**src/rtl/boot_copier.sv**
```systemverilog
// Boot image copier: reads WORDS words from boot ROM and writes them to RAM,
// one ROM read then one RAM write per word, then raises a sticky done flag.
module boot_copier #(
  parameter logic [31:0] ROM_BASE = 32'h0000_0000,
  parameter logic [31:0] RAM_BASE = 32'h0001_0000,
  parameter int unsigned WORDS    = 166
) (
  input  logic        i_clock,
  input  logic        i_reset_n,
  output logic        o_rom_request,
  output logic [31:0] o_rom_address,
  input  logic [31:0] i_rom_rdata,
  input  logic        i_rom_ready,
  output logic        o_ram_request,
  output logic        o_ram_rw,
  output logic [31:0] o_ram_address,
  output logic [31:0] o_ram_wdata,
  input  logic        i_ram_ready,
  output logic [31:0] o_count,
  output logic        o_done
);

  localparam logic [31:0] LAST_IDX = 32'(WORDS - 1);

  typedef enum logic [1:0] {
    IDLE  = 2'd0,
    READ  = 2'd1,
    WRITE = 2'd2,
    DONE  = 2'd3
  } state_t;

  state_t      state_q, state_d;
  logic        rom_req_q, rom_req_d;
  logic [31:0] rom_addr_q, rom_addr_d;
  logic        ram_req_q, ram_req_d;
  logic [31:0] ram_addr_q, ram_addr_d;
  logic [31:0] wdata_q, wdata_d;
  logic [31:0] count_q, count_d;
  logic        done_q, done_d;
  logic [31:0] idx_q, idx_d;
  logic [31:0] idx_inc;

  always_ff @(posedge i_clock or negedge i_reset_n) begin
    if (!i_reset_n) begin
      state_q    <= IDLE;
      rom_req_q  <= 1'b0;
      rom_addr_q <= ROM_BASE;
      ram_req_q  <= 1'b0;
      ram_addr_q <= RAM_BASE;
      wdata_q    <= '0;
      count_q    <= '0;
      done_q     <= 1'b0;
      idx_q      <= '0;
    end else begin
      state_q    <= state_d;
      rom_req_q  <= rom_req_d;
      rom_addr_q <= rom_addr_d;
      ram_req_q  <= ram_req_d;
      ram_addr_q <= ram_addr_d;
      wdata_q    <= wdata_d;
      count_q    <= count_d;
      done_q     <= done_d;
      idx_q      <= idx_d;
    end
  end

  always_comb begin
    state_d    = state_q;
    rom_req_d  = rom_req_q;
    rom_addr_d = rom_addr_q;
    ram_req_d  = ram_req_q;
    ram_addr_d = ram_addr_q;
    wdata_d    = wdata_q;
    count_d    = count_q;
    done_d     = done_q;
    idx_d      = idx_q;
    idx_inc    = idx_q + 32'd1;

    case (state_q)
      IDLE: begin
        state_d    = READ;
        rom_req_d  = 1'b1;
        rom_addr_d = ROM_BASE;
      end
      READ: begin
        if (i_rom_ready) begin
          wdata_d    = i_rom_rdata;
          rom_req_d  = 1'b0;
          ram_req_d  = 1'b1;
          ram_addr_d = RAM_BASE + {idx_q[29:0], 2'b00};
          state_d    = WRITE;
        end
      end
      WRITE: begin
        if (i_ram_ready) begin
          ram_req_d = 1'b0;
          count_d   = count_q + 32'd1;
          if (idx_q == LAST_IDX) begin
            done_d  = 1'b1;
            state_d = DONE;
          end else begin
            // Next ROM request issued on the same edge the RAM write retires.
            idx_d      = idx_inc;
            rom_addr_d = ROM_BASE + {idx_inc[29:0], 2'b00};
            rom_req_d  = 1'b1;
            state_d    = READ;
          end
        end
      end
      DONE: begin
      end
      default: state_d = IDLE;
    endcase
  end

  assign o_rom_request = rom_req_q;
  assign o_rom_address = rom_addr_q;
  assign o_ram_request = ram_req_q;
  assign o_ram_rw      = ram_req_q;
  assign o_ram_address = ram_addr_q;
  assign o_ram_wdata   = wdata_q;
  assign o_count       = count_q;
  assign o_done        = done_q;

endmodule
```
**config.mk**
```make
export PLATFORM = sky130hd
export DESIGN_NAME = boot_copier
export DESIGN_NICKNAME = d
export VERILOG_FILES = /design/src/rtl/boot_copier.sv
export SDC_FILE = /design/constraint.sdc
export NUM_CORES = 1
export LEC_CHECK = 0
export CAP_MARGIN = 10
export CELL_PAD_IN_SITES_DETAIL_PLACEMENT = 0
export CELL_PAD_IN_SITES_GLOBAL_PLACEMENT = 2
export CORE_ASPECT_RATIO = 0.8
export CORE_UTILIZATION = 29
export DETAILED_ROUTE_END_ITERATION = 10
export PLACE_DENSITY_LB_ADDON = 0.1
export SYNTH_ARGS = -nofsm -noshare
export SYNTH_HDL_FRONTEND = slang
export SYNTH_SLANG_ARGS = --single-unit
```
**constraint.sdc**
```tcl
create_clock -name i_clock -period 2.2 [get_ports i_clock]
set_clock_uncertainty 0.2 [all_clocks]
set_input_delay 0.44 -clock i_clock [delete_from_list [all_inputs] [get_ports i_clock]]
set_output_delay 0.44 -clock i_clock [all_outputs]
set_load 0.01 [all_outputs]
```
### After elaboration in Yosys (flattened, before gate mapping)

Cells that the tools add are included.

| storage, ports and cells | value |
|---|---|
| bits in registers | 165 |
| bits of input ports | 36 |
| output and inout port bits | 132 |
| logic and storage cells | 45 |

| cells by class | value |
|---|---|
| add/sub/neg operators | 3 |
| eq/ne operators | 6 |
| mux-type cells | 14 |
| bitwise operators | 1 |
| reduce and logical (&&, ||, !) cells | 12 |

Operator list:

| cell | count |
|---|---|
| $add 32x1->32 const B | 2 |
| $mux 32 | 2 |
| $pmux 32 s2 | 1 |
| $add 17x32->32 const A | 1 |
| $eq 32x8->1 const B | 1 |
| $reduce_and 3->1 | 5 |
| $mux 2 | 3 |
| $ne 2x2->1 const B | 3 |
| $pmux 2 s3 | 1 |
| $mux 1 | 5 |
| $reduce_and 2->1 | 2 |
| $reduce_and 4->1 | 1 |
| $reduce_bool 2->1 | 2 |
| $pmux 1 s3 | 1 |
| $reduce_bool 3->1 | 1 |
| $eq 2x1->1 const B | 1 |
| $eq 2x2->1 const B | 1 |
| $logic_not 2->1 | 1 |
| $pmux 1 s2 | 1 |
| $not 1->1 | 1 |

### Longest topological paths before layout

Gate-level depths: netlist of run 1.

| logic depth | value |
|---|---|
| word-level depth | 4 |
| depth in mapped cells | 11 |
| depth with buffers taken out | 7 |

### Least setup slack after synthesis of run 1

Ideal clock, no wire load.

| path | value |
|---|---|
| path type | register -> register |
| start | register idx_q[14] |
| end | register idx_q[29] |
| library setup time | 0.129 ns |
| arrival time | 1.950 ns |
| data required time | 1.871 ns |
| slack | -0.078 ns |
| stages on the path, launching flop included | 11 |
| path buffers | 3 |
| clock period less this slack | 2.278 ns |
| cell sequence | dfrtp_1 > clkbuf_1 > inv_1 > ha_1 > nor4bb_1 > nand4_1 > o21ai_1 > buf_2 > buf_4 > nand3b_1 > xnor2_1 |

| between the ends | value |
|---|---|
| word-level cells in the longest chain between the ends | 3 |

Ends and longest elaborated chain:

| what | line | source |
|---|---|---|
| start: declaration | 40 | `logic [31:0] idx_q, idx_d;` |
| start signal: assignment | 63 | `idx_q <= idx_d;` |
| branches (longest 3 deep; another with $add 32x1->32) | - |  |

Several ways; the timed one is not identified.
A chain may end at the register's enable or synchronous reset.

### Worst setup path in the final report of run 1

| path | value |
|---|---|
| start | register idx_q[1] |
| end | register rom_addr_q[5], in the netlist o_rom_address[5] |

| between the ends | value |
|---|---|
| word-level cells in the longest chain between the ends | 4 |

Ends and longest elaborated chain:

| what | line | source |
|---|---|---|
| $add 32x1->32 | 77 | `idx_inc = idx_q + 32'd1;` |
| $mux 32 | 98 | `if (idx_q == LAST_IDX) begin` |
| $mux 32 | 95 | `if (i_ram_ready) begin` |
| $pmux 32 s2 | 79 | `case (state_q)` |
| end signal: assignment | 57 | `rom_addr_q <= rom_addr_d;` |
| end: declaration | 34 | `logic [31:0] rom_addr_q, rom_addr_d;` |

Several ways; a longest one is shown, not always the timed one. The select of a mux whose other input is x is not followed.

==> out/results.tsv, run 1 <==
metric	value	unit
largest net degree at the start of global routing	49	
actual slew at the worst max-slew pin	0.540	ns
DRC violations left	14	
detailed-route via count	5550	
register area	4030	sq um
Post-Syn Area	7330	sq um
die height	144	um
Yosys cell types	42	
CP cell instances	inv_2 > ha_4 > nor4bb_4 > nand4_1 > buf_4 > o21ai_4 > buf_12 > buf_12 > clkbuf_16 > nand3_1 > o21ai_1	
critical path class	reg2reg	
PortBufs	163	
drt pass-1 iters	8	
Setup WS post-layout	-0.0220	ns
initial antenna violation count	0	
Final Cell Area	11100	sq um
cell mode on critical path	buf_12	
slowest stage delay, CP	0.39	ns
fmax	450	MHz
Longest Clk Path Bufs	2	
sequential power share	37.2	%
final period utilization	101	%
Pleak	4.84	nW
post-route minimum period	2.22	ns
DRT antenna net count	0	
Final HPWL DP	13.9	mm
DP Area	9940	sq um
die area	25900	sq um
fin. max-slew vios	0	
Sw Ratio	29.8	%
power share of the clock group	31.6	%
post-synthesis sequential area ratio	55.0	%
drt wl/cell	16.3	um
HP Class	reg2reg	
failing checks	design-rule violations, negative setup slack	
share of cells above drive strength 1	25.4	%
Primary FF master, synth	dfrtp_1	
gr ovfl total	0	
Num CTS Buffers	17	
DRT iter0 DRCs	340	
RSZ-0062 raised after global routing	yes	
Layout Utilization	45.0	%
Post-Syn Instances	660	
share of synthesized registers carrying an async set or reset	100	%
syn_area_per_cell	11.1	sq um
Worst EP arrival	2.37	ns
final hold vios	0	
maximum vdd drop	424	uV
Int Pwr	7.16	mW
GP Congestion	0.787	
Req. time, crit path	2.35	ns
post-DR vias/cell	4.51	
gr usage total	15.7	%
NumNets Final	944	
relative slew slack	64.0	%
Antenna diodes	0	
area of the multi-input gates	3270	sq um
clk_lat worst skew	0.42	ns
Worst path slowest cell	dfrtp_1	
row count	51	
# clock sinks	161	
synthesized flop and latch total	161	
# fillers	2303	
I/O pin count	168	
final setup violation count	3	
CTS tree	yes	
Core ar.	24600	sq um
first-pass GRT wire length	31.7	mm
number of max-cap violations	0	
Worst-path clk slew	0.08	ns
worst-path maximum fanout	5	
vias in the first global route	5794	
status	finished with violations	
initial core utilization	29.8	%
depth of the CTS H-tree	4	
CP startpoint kind	flop	
Syn. warnings	0	
Power Dens Cells	923	nW/um^2
crit path capture type	flop	
Comb power frac	31.3	%
Post-synth EDFFs	0	
Die W	180	um
Net Sw Power	3.05	mW
total wire length after detailed routing	20.1	mm
Worst R2R Setup Slack	-0.02	ns
Area growth, synth to finish	50.9	%
clock root cell	clkbuf_16	
==> per-layer routing <==
metal | global-route usage (%) | up-vias | share of wire [%] | wire (um)
li1 | - | 2685 | - | -
met1 | 22.4 | 2735 | 51 | 10100
met3 | 2.90 | 16 | 3.8 | 760
met2 | 24.1 | 114 | 45 | 8960
met4 | 4.81 | 0 | 0.92 | 184
met5 | 0 | - | 0 | 0
==> final cells by class <==
class,count,area share [%]
multi-input cells,444,29.5
well taps,318,3.60
clock inverters,14,1.74
repair buffers,261,24.2
flip-flops and latches,161,36.5
inverters,14,0.475
clock buffers,18,3.97
==> worst paths after layout <==
kind | endpoint | start | cells after the start
worst max register to register | o_rom_address[5]$_DFFE_PN0P_ | idx_q[1]$_DFFE_PN0P_ | 11
worst max-delay path | o_rom_address[5]$_DFFE_PN0P_ | idx_q[1]$_DFFE_PN0P_ | 11
max in group asynchronous | o_ram_wdata[6]$_DFFE_PN0P_ | i_reset_n | 3
worst min-delay path | o_count[31]$_DFFE_PN0P_ | o_count[31]$_DFFE_PN0P_ | 1
worst min register to register | o_count[31]$_DFFE_PN0P_ | o_count[31]$_DFFE_PN0P_ | 1
min in group asynchronous | o_ram_wdata[27]$_DFFE_PN0P_ | i_reset_n | 2
==> placed cells by master (no fill, tap or decap), drive strengths merged, types with 2 or more instances in the layout <==
master,Yosys,routed
dfrtp,160,160
xnor2,64,64
xor2,40,40
o21ai,53,53
and4,3,3
inv,14,22
nand4,13,13
nand3,50,50
nor2b,3,3
conb,1,4
nor2,33,33
nor4bb,2,2
ha,9,9
nand2,71,71
mux2,47,47
buf,26,95
nor4,11,11
clkbuf,18,21
and3,9,9
nor3,9,9
or3,3,3
clkinv,0,2
clkdlybuf4s50,0,162
a21oi,2,2
and2,7,7
nand2b,4,4
bufinv,0,3
==> flip-flops by register name, summed over array words and instances, names as in the netlist <==
name and count:
idx_q 32, o_count 32, o_done 1, o_ram_address 30
o_ram_request 1, o_ram_wdata 32, o_rom_address 30, o_rom_request 1
state_q 2
==> metrics by stage <==
step | setup WS, ns | setup TNS (ns) | instances | power, mW | hold WS (ns)
floorplan | 0.0161 | 0 | 663 | 5.04 | -0.0556
global placement | -0.286 | -5.87 | 1181 | 6.69 | 0.223
detailed placement | -0.318 | -7.32 | 1181 | 6.78 | 0.230
CTS | -0.0301 | -0.358 | 1217 | 10.1 | 0.280
global route | -0.140 | -3.69 | 1230 | 10.8 | 0.308
finish | -0.0220 | -0.0410 | 1230 | 10.2 | 0.277
==> power groups by stage <==
stage	combinational, mW	sequential, mW	clock (mW)
CTS	2.99	3.79	3.33
global placement	2.89	3.80	0
finish	3.19	3.79	3.22
detailed placement	2.94	3.83	0
global route	3.44	3.86	3.45
floorplan	1.01	4.03	0
==> synthesized netlist by cell type (all sizes together), types with 11 or more instances <==
| library cell | number | area [sq um] |
|---|---|---|
| nand2 | 71 | 267 |
| buf | 26 | 148 |
| xnor2 | 64 | 561 |
| nor4 | 11 | 120 |
| o21ai | 53 | 265 |
| inv | 14 | 52.6 |
| mux2 | 47 | 529 |
| dfrtp | 160 | 4000 |
| nor2 | 33 | 124 |
| nand4 | 13 | 103 |
| xor2 | 40 | 350 |
| clkbuf | 18 | 68.8 |
| nand3 | 50 | 263 |
==> cell families after synthesis <==
logic type,share of synthesized area (%)
and+or+nand+nor,16.0
DFF,55.0
xor gates and xnor gates,12.4
buffers and inverters,3.67
AOI/OAI and AO/OA,3.98
muxes,7.36
adders and majority gates,1.54
other,0.0512
==> critical path, delay by kind of cell (launching register included) <==
kind                     cells  cell delay, ns
AO/OA/AOI/OAI                2            0.25
flip-flops                   1            0.39
AND/OR/NAND/NOR              3            0.48
adder cells (fa/ha/maj)      1            0.12
buffers and inverters        5            0.72
==> what timing repair did <==
action,CTS,global route
gates cloned,1,4
setup endpoints to repair,36,75
buffers inserted,2,9
pin swaps,2,5
hold buffers,1,0
hold endpoints to repair,44,0
gates resized for setup,8,70
(Power assumes the default switching activity.)
==> run 2, diff against run 1 <==
Settings changed: CORE_MARGIN set to 3.
==> out/results.tsv, run 2 (synthesis gave the netlist of run 1 again) <==
metric	value	unit	change
status	completed		was finished with violations
actual slew at the worst max-slew pin	0.579	ns	was 0.540 ns
maximum vdd drop	571	uV	was 424 uV
Antenna diodes	0		unchanged
Power Dens Cells	906	nW/um^2	was 923 nW/um^2
PortBufs	163		unchanged
fin. max-slew vios	0		unchanged
Post-Layout Cell Count	1233		was 1230
Req. time, crit path	2.31	ns	was 2.35 ns
gr usage total	14.4	%	was 15.7%
final period utilization	99.6	%	was 101%
largest net degree at the start of global routing	81		was 49
final hold vios	0		unchanged
Worst EP arrival	2.30	ns	was 2.37 ns
# clock sinks	161		unchanged
share of cells above drive strength 1	26.6	%	was 25.4%
post-route minimum period	2.19	ns	was 2.22 ns
clock root cell	clkbuf_16		unchanged
drt wl/cell	16.3	um	about the same
row count	51		unchanged
CP startpoint kind	flop		unchanged
I/O pin count	168		unchanged
worst-path maximum fanout	5		unchanged
Core ar.	24600	sq um	unchanged
relative slew slack	61.4	%	was 64.0%
Num CTS Buffers	17		unchanged
initial antenna violation count	0		unchanged
DRT antenna net count	0		unchanged
DRT iter0 DRCs	253		was 340
vias in the first global route	5707		was 5794
DP Area	9880	sq um	was 9940 sq um
fmax	456	MHz	was 450 MHz
Final HPWL DP	13.9	mm	about the same
# fillers	2309		was 2303
first-pass GRT wire length	31.2	mm	was 31.7 mm
Longest Clk Path Bufs	2		unchanged
number of max-cap violations	0		unchanged
Pleak	4.85	nW	was 4.84 nW
Die W	184	um	was 180 um
clk_lat worst skew	0.43	ns	was 0.42 ns
Final Cell Area	11100	sq um	about the same
most common cell after layout, fill and taps aside	clkdlybuf4s50_1		unchanged
GP Congestion	0.781		was 0.787
Worst-path clk slew	0.06	ns	was 0.08 ns
DRC violations left	0		was 14
RSZ-0062 raised after global routing	yes		unchanged
post-DR vias/cell	4.51		about the same
most frequent cells in the layout	162 x clkdlybuf4s50_1, 160 x dfrtp_1, 72 x buf_4, 69 x nand2_1, 60 x xnor2_1		was 162 x clkdlybuf4s50_1, 160 x dfrtp_1, 71 x buf_4, 67 x nand2_1, 61 x xnor2_1
gr ovfl total	0		unchanged
total wire length after detailed routing	20.1	mm	about the same
NumNets Final	947		was 944
crit path capture type	flop		unchanged
Area growth, synth to finish	52.2	%	was 50.9%
die height	148	um	was 144 um
initial core utilization	29.8	%	unchanged
die area	27200	sq um	was 25900 sq um
detailed-route via count	5565		was 5550
drt pass-1 iters	4		was 8
CTS tree	yes		unchanged
HP Class	reg2reg		unchanged
depth of the CTS H-tree	4		unchanged
Cells after DPL	1184		was 1181
critical path class	reg2reg		unchanged
final setup violation count	0		was 3
[run 2: cell count changes in the layout (fill, tap and decap cells not counted), sizes merged]
cell / delta
buf: +1
bufinv: +2
clkinvlp: +2
inv: -8
clkinv: -1
clkbuf: +7
[run 2: where the power goes]
| group | total, mW | internal, mW | switching (mW) | leakage [nW] |
|---|---|---|---|---|
| sequential | 3.77 | 3.48 | 0.298 | 2.12 |
| clock | 3.23 | 2.02 | 1.22 | 0.292 |
| combinational | 3.09 | 1.73 | 1.36 | 2.44 |
[run 2: worst max-delay path, stage by stage (launching register included)]
cell and delay [ns]:
dfrtp_1 0.39, inv_2 0.09, ha_4 0.13, nor4bb_4 0.25
nand4_1 0.12, buf_4 0.18, o21ai_4 0.19, buf_6 0.17
clkbuf_16 0.17, nor2_4 0.03, xor2_1 0.16
[run 2: final timing paths]
check	to	cells after the start	slack (ns)	start
min in group asynchronous	idx_q[20]$_DFFE_PN0P_	3	0.39	i_reset_n
hold reg to reg	o_done$_DFFE_PN0P_	1	0.25	o_done$_DFFE_PN0P_
setup reg to reg	idx_q[13]$_DFFE_PN0P_	10	0.008	idx_q[14]$_DFFE_PN0P_
max in group asynchronous	o_count[25]$_DFFE_PN0P_	3	0.90	i_reset_n
hold / removal	o_done$_DFFE_PN0P_	1	0.25	o_done$_DFFE_PN0P_
setup / recovery	idx_q[13]$_DFFE_PN0P_	10	0.008	idx_q[14]$_DFFE_PN0P_
[run 2: per-layer routing]
layer  routed length (um)  track usage [%]  vias to the layer above  part of all wire [%]
li1                     -                -                     2696                     -
met1                10400             21.2                     2733                    52
met2                 8730             21.3                      123                    43
met3                  831             3.45                       13                   4.1
met4                  178             3.63                        0                  0.88
met5                    0                0                        -                     0
[run 2: what timing repair did]
| item | in CTS | in global routing |
|---|---|---|
| setup buffers | 0 | 9 |
| hold buffers | 1 | 0 |
| resized for setup | 6 | 105 |
| pin swaps | 0 | 19 |
| endpoints found under the hold margin | 160 | 0 |
| endpoints found under the setup margin | 47 | 82 |
| cloned | 0 | 7 |
[run 2: layout make-up]
cell class | count | area [sq um] | share of cell area, %
sequential | 161 | 4030 | 36.2
multi-input combinational | 444 | 3390 | 30.4
timing repair buffer | 264 | 2650 | 23.7
clock buffer | 23 | 448 | 4.02
tap | 318 | 398 | 3.57
clock inverter | 9 | 181 | 1.63
inverter | 14 | 52.6 | 0.471
[run 2: metrics by stage]
stage	utilization [%]	setup WS (ns)	power, mW	hold slack, ns	setup TNS (ns)
floorplan	-	0.0161	5.04	-0.0556	0
global placement	40.2	-0.282	6.64	0.247	-7.92
detailed placement	40.2	-0.339	6.71	0.248	-9.41
CTS	42.9	-0.00376	10.0	0.259	-0.00376
global route	45.4	-0.0851	10.6	0.264	-2.52
finish	45.4	0.00833	10.1	0.253	0
